`config.mk`:
```
export PLATFORM = sky130hd
export DESIGN_NAME = iqmap_bpsk
export DESIGN_NICKNAME = d
export VERILOG_FILES = /design/src/rtl/comm_pkg.sv /design/src/rtl/iqmap_prefetch.sv /design/src/rtl/iqmap_bpsk.sv
export SDC_FILE = /design/constraint.sdc
export NUM_CORES = 1
export LEC_CHECK = 0
export CORE_AREA = 5 5 153 155
export DETAILED_ROUTE_END_ITERATION = 6
export DIE_AREA = 0 0 158 160
export GPL_TIMING_DRIVEN = 1
export PLACE_DENSITY = 0.95
export SLEW_MARGIN = 25
export SYNTH_ARGS = -nofsm -noshare
export SYNTH_HDL_FRONTEND = slang
export SYNTH_HIERARCHICAL = 1
export SYNTH_SLANG_ARGS = --single-unit
```
`constraint.sdc`:
```
create_clock -name CLK -period 4.4 [get_ports CLK]
set_input_delay 0.88 -clock CLK [delete_from_list [all_inputs] [get_ports CLK]]
set_output_delay 0.88 -clock CLK [all_outputs]
set_load 0.05 [all_outputs]
```
`src/rtl/comm_pkg.sv`:
```
// Shared constants and FSM state type for the BPSK IQ mapper and demapper.
package comm_pkg;

   localparam int COMM_WIDTH = 11;
   localparam int COMM_NCARR = 64;
   localparam int COMM_WORD  = 128;
   localparam int BPSK_AMP   = 256;

   typedef enum logic [0:0] {
      IDLE = 1'b0,
      EMIT = 1'b1
   } state_t;

endpackage

```
`src/rtl/iqmap_prefetch.sv`:
```
// One-word prefetch buffer in front of the mapper core: at most one outstanding FIFO read, issued only when nxt is free.
// Read data is offered one cycle after rd_en; a take in that same cycle passes din straight through, bypassing nxt.
module iqmap_prefetch
   import comm_pkg::*;
#(
   parameter int WORD = COMM_WORD
) (
   input  logic            clk,
   input  logic            rst_n,
   input  logic            empty,
   output logic            rd_en,
   input  logic [WORD-1:0] din,
   output logic            avail,
   output logic [WORD-1:0] dat,
   input  logic            take
);

   logic [WORD-1:0] nxt;
   logic            nxt_valid;
   logic            rd_pend;

   // Gated by reset so the FIFO is never strobed while the block is held in reset.
   assign rd_en = rst_n && !empty && !nxt_valid && !rd_pend;

   // rd_pend and nxt_valid are mutually exclusive: a read is only issued while nxt is free.
   assign avail = nxt_valid || rd_pend;
   assign dat   = nxt_valid ? nxt : din;

   always_ff @(posedge clk or negedge rst_n) begin
      if (!rst_n) begin
         rd_pend   <= 1'b0;
         nxt_valid <= 1'b0;
         nxt       <= '0;
      end else begin
         rd_pend <= rd_en;
         if (rd_pend && !take) begin
            nxt       <= din;
            nxt_valid <= 1'b1;
         end else if (take) begin
            nxt_valid <= 1'b0;
         end
      end
   end

endmodule

```
`src/rtl/iqmap_bpsk.sv`:
```
// BPSK mapper: each payload bit becomes one carrier at +/-AMP, two 64-carrier symbols per word, output advances only on ce.
// With IQMAP_DCNULL_EN defined, carrier 0 of every symbol is forced to zero.
module iqmap_bpsk
   import comm_pkg::*;
#(
   parameter int width = COMM_WIDTH,
   parameter int AMP   = BPSK_AMP
) (
   input  logic                    CLK,
   input  logic                    RST,
   input  logic                    empty,
   output logic                    rd_en,
   input  logic [COMM_WORD-1:0]    din,
   input  logic                    ce,
   output logic                    valid_o,
   output logic signed [width-1:0] xr,
   output logic signed [width-1:0] xi,
   output logic                    sym_start,
   output logic                    busy
);

   localparam int IDXW = $clog2(COMM_WORD);
   localparam int CW   = $clog2(COMM_NCARR);
   localparam logic signed [width-1:0] AMP_P = AMP[width-1:0];
   localparam logic signed [width-1:0] AMP_N = -AMP_P;
   localparam logic [IDXW-1:0] IDX_LAST = IDXW'(COMM_WORD - 1);

   logic                    pf_avail;
   logic [COMM_WORD-1:0]    pf_dat;
   logic                    take;

   state_t                  state, state_d;
   logic [COMM_WORD-1:0]    cur, cur_d;
   logic [IDXW-1:0]         idx, idx_d;
   logic signed [width-1:0] xr_d;
   logic                    sym_d;
   logic                    accept;
   logic                    last;

   iqmap_prefetch #(
      .WORD (COMM_WORD)
   ) u_prefetch (
      .clk   (CLK),
      .rst_n (RST),
      .empty (empty),
      .rd_en (rd_en),
      .din   (din),
      .avail (pf_avail),
      .dat   (pf_dat),
      .take  (take)
   );

   assign accept = (state == EMIT) && ce;
   assign last   = accept && (idx == IDX_LAST);
   assign take   = pf_avail && ((state == IDLE) || last);

   // cur is shifted down on every accept so the presented bit is always cur[0]; idx tracks the carrier number.
   always_comb begin
      state_d = state;
      cur_d   = cur;
      idx_d   = idx;
      xr_d    = xr;
      sym_d   = sym_start;

      if (take) begin
         state_d = EMIT;
         cur_d   = pf_dat;
         idx_d   = '0;
      end else if (last) begin
         state_d = IDLE;
         idx_d   = '0;
      end else if (accept) begin
         cur_d = cur >> 1;
         idx_d = idx + IDXW'(1);
      end

      if (take || accept) begin
         if (state_d == EMIT) begin
            xr_d  = cur_d[0] ? AMP_P : AMP_N;
            sym_d = (idx_d[CW-1:0] == '0);
`ifdef IQMAP_DCNULL_EN
            if (idx_d[CW-1:0] == '0) begin
               xr_d = '0;
            end
`endif
         end else begin
            xr_d  = '0;
            sym_d = 1'b0;
         end
      end
   end

   always_ff @(posedge CLK or negedge RST) begin
      if (!RST) begin
         state     <= IDLE;
         cur       <= '0;
         idx       <= '0;
         xr        <= '0;
         sym_start <= 1'b0;
      end else begin
         state     <= state_d;
         cur       <= cur_d;
         idx       <= idx_d;
         xr        <= xr_d;
         sym_start <= sym_d;
      end
   end

   assign valid_o = (state == EMIT);
   assign xi      = '0;
   assign busy    = (state == EMIT) || pf_avail;

endmodule
```
==> flow_metrics.tcl <==
set metrics [dict create \
    outcome "complete, but fails checks" \
    failed_checks "design-rule violations" \
    cts_tree "done" \
    antenna_cells 0 \
    die_h_um 160 \
    start_util 0.601 \
    place_area_um2 14200 \
    pwr-share-clk 0.282 \
    p_sw_mw 2.35 \
    grt_pass1_wl_um 44900 \
    cp_max_fo 6 \
    cts_sinks 268 \
    clk_latency_ns 0.54 \
    io_pins 158 \
    setup_violations 0 \
    power.density_nw_per_um2 579 \
    area_growth_pct 16.2 \
    ir_drop_mv 0.342 \
    layout_common_cells "267 x dfrtp_1, 156 x mux2_2, 136 x clkdlybuf4s50_1" \
    nFillCells 1423 \
    nets 1180 \
    syn_inst 937 \
    drive_gt1_frac 0.306 \
    holdBufCountCts 0 \
    final_antenna_net_count 0 \
    crit_type "reg2out" \
    drc 21 \
    synth_cell_types 42 \
    final_common_cell "dfrtp_1" \
    root_buffer "clkbuf_16" \
    tns_ns 0 \
    die_w_um 158 \
    max_cap_viol_count 0 \
    post-dp-hpwl_um 17400 \
    grt_start_max_net_pins 136 \
    drtPass1Iterations 7 \
    skew_ns 0.0212 \
    grt_pass1_vias 8741 \
    worst_setup_path_end_kind "output port" \
    switching_share 0.268 \
    drv_slew 0 \
    coreArea_um2 21700 \
    wl_per_cell_um 20.5 \
    ff2ff_path_depth 5 \
    numPortBuffers 138 \
    seq_area_frac_synth 0.515 \
    hold_viol 0 \
    wl_um 27600 \
    clockBufferDepth 3 \
    hp-class "in2async" \
    worst_pin_slew_ns 0.958 \
    viasPerCell 6.10 \
    grt_antenna_before_repair 0 \
    ctsResizeCount 0 \
    crit_arrival_ns 2.35 \
    start_kind "flop" \
    grt_util_all_layers 0.214 \
    timing.hold.ws_ns 0.272 \
    max_freq_ghz 0.309 \
    post_cts_buffers 0 \
    globalplace.congestion 0.844 \
    dieArea_um2 25300 \
    drt_iter0_markers 980 \
    grt_setup_unrepaired "false" \
    p_leak_nw 7.91 \
    rows 54 \
    synth_warnings 6 \
    num_vias 8210 \
    netlist_area_um2 13000 \
    fin_crit_sh 0.734 \
    stdcell_area_um2 15100 \
    grt_overflow 0 \
    relSlewSlack 0.361 \
    fin_crit_ns 3.23 \
    pwr-share-comb 0.301 \
    power_frac_seq 0.418 \
    cp.required_ns 3.52 \
    numCtsBuffers 28 \
    regToRegSetupSlack_ns 1.37 \
    clkSlewWorstSetupHoldPaths_ns 0.06 \
    h-tree-depth 1 \
    ys_ff_latch 268 \
    intPower_mw 6.41 \
    syn-mean-instance-area_um2 13.9 \
]
==> cell families (layout without fill, tap and decap cells) <==
kind of cell               after synthesis  in the layout  synth area share
buffers and inverters                  227            339             0.108
adders and majority gates                1              1          0.000960
AOI/OAI and AO/OA                      146            146             0.108
and+or+nand+nor                         33             33            0.0139
muxes                                  258            258             0.252
DFF                                    268            268             0.515
xor gates and xnor gates                 3              3           0.00202
other                                    1             19          0.000288
==> cell usage after synthesis, drive strengths merged <==
| cell type | number | area share |
|---|---|---|
| a41o | 1 | 0.00077 |
| o32a | 1 | 0.00077 |
| nand3 | 2 | 0.00077 |
| a22o | 2 | 0.0013 |
| nand2 | 14 | 0.0046 |
| conb | 1 | 0.00029 |
| nor3 | 1 | 0.00038 |
| xnor2 | 3 | 0.0020 |
| nor2 | 5 | 0.0014 |
| nand2b | 1 | 0.0011 |
| nor2b | 1 | 0.00048 |
| clkbuf | 1 | 0.00029 |
| o21ai | 4 | 0.0015 |
| o22ai | 3 | 0.0014 |
| o31ai | 1 | 0.0016 |
| a31o | 1 | 0.00067 |
| buf | 92 | 0.069 |
| ha | 1 | 0.00096 |
| nor3b | 1 | 0.00058 |
| or2 | 1 | 0.00048 |
| o221ai | 1 | 0.00067 |
| nand4 | 3 | 0.0019 |
| inv | 134 | 0.039 |
| mux2 | 257 | 0.25 |
| and3 | 3 | 0.0014 |
| a222oi | 126 | 0.097 |
| or4b | 1 | 0.00077 |
| o32ai | 1 | 0.00067 |
| dfrtp | 268 | 0.51 |
| a22oi | 1 | 0.00058 |
| a21oi | 4 | 0.0015 |
| mux2i | 1 | 0.00077 |
==> registers in the layout, summed over array words and instances (netlist names) <==
register and cells:
cur 127, idx 7, sym_start 1, u_prefetch/nxt 128
u_prefetch/nxt_valid 1, u_prefetch/rd_pend 1, valid_o 1, xr 2
==> layer usage <==
metal | share of wire | vias to the layer above | GRT usage
li1 | - | 3663 | -
met1 | 0.40 | 4198 | 0.285
met2 | 0.52 | 290 | 0.368
met5 | 0 | - | 0
met4 | 0.027 | 0 | 0.0617
met3 | 0.052 | 59 | 0.0281
==> metrics by stage <==
step | setup WS [ns] | util | std cells | power (mW)
final | 1.17 | 0.698 | 1347 | 8.76
after detailed placement | 0.752 | 0.653 | 1297 | 6.28
after global placement | 0.874 | 0.653 | 1297 | 6.10
after CTS | 1.16 | 0.698 | 1347 | 8.80
after global routing | 1.11 | 0.698 | 1347 | 9.18
after floorplan | 1.41 | - | 955 | 5.71
==> worst max-delay path: stages, from the launching register on <==
cell and delay (ns):
dfrtp_4 0.47, or2_2 0.39, nor2_1 0.15, inv_1 0.10, clkdlybuf4s50_1 0.71
==> power groups by stage <==
| stage | sequential (mW) | combinational (mW) | clock (mW) |
|---|---|---|---|
| finish | 3.66 | 2.63 | 2.47 |
| global route | 3.73 | 2.82 | 2.62 |
| CTS | 3.64 | 2.64 | 2.52 |
| detailed placement | 3.64 | 2.63 | 0 |
| global placement | 3.61 | 2.49 | 0 |
| floorplan | 3.51 | 2.20 | 0 |
==> worst paths after layout <==
kind	from	endpoint
max	u_prefetch/nxt_valid	busy
min	RST	idx[0]
max reg2reg	u_prefetch/nxt_valid	cur[31]
min reg2reg	cur[57]	cur[56]
max in group asynchronous	RST	cur[78]
min in group CLK	cur[57]	cur[56]
==> area by class of cell <==
type	instances	area, um2	share of cell area
clock buffers	42	823	0.0544
clock inverters	8	151	0.0100
inverters	134	505	0.0334
multi-input cells	460	5000	0.330
flip-flops and latches	268	6710	0.443
well taps	280	350	0.0231
repair buffers	155	1600	0.106
No activity file was read; power rests on OpenSTA's default activity.
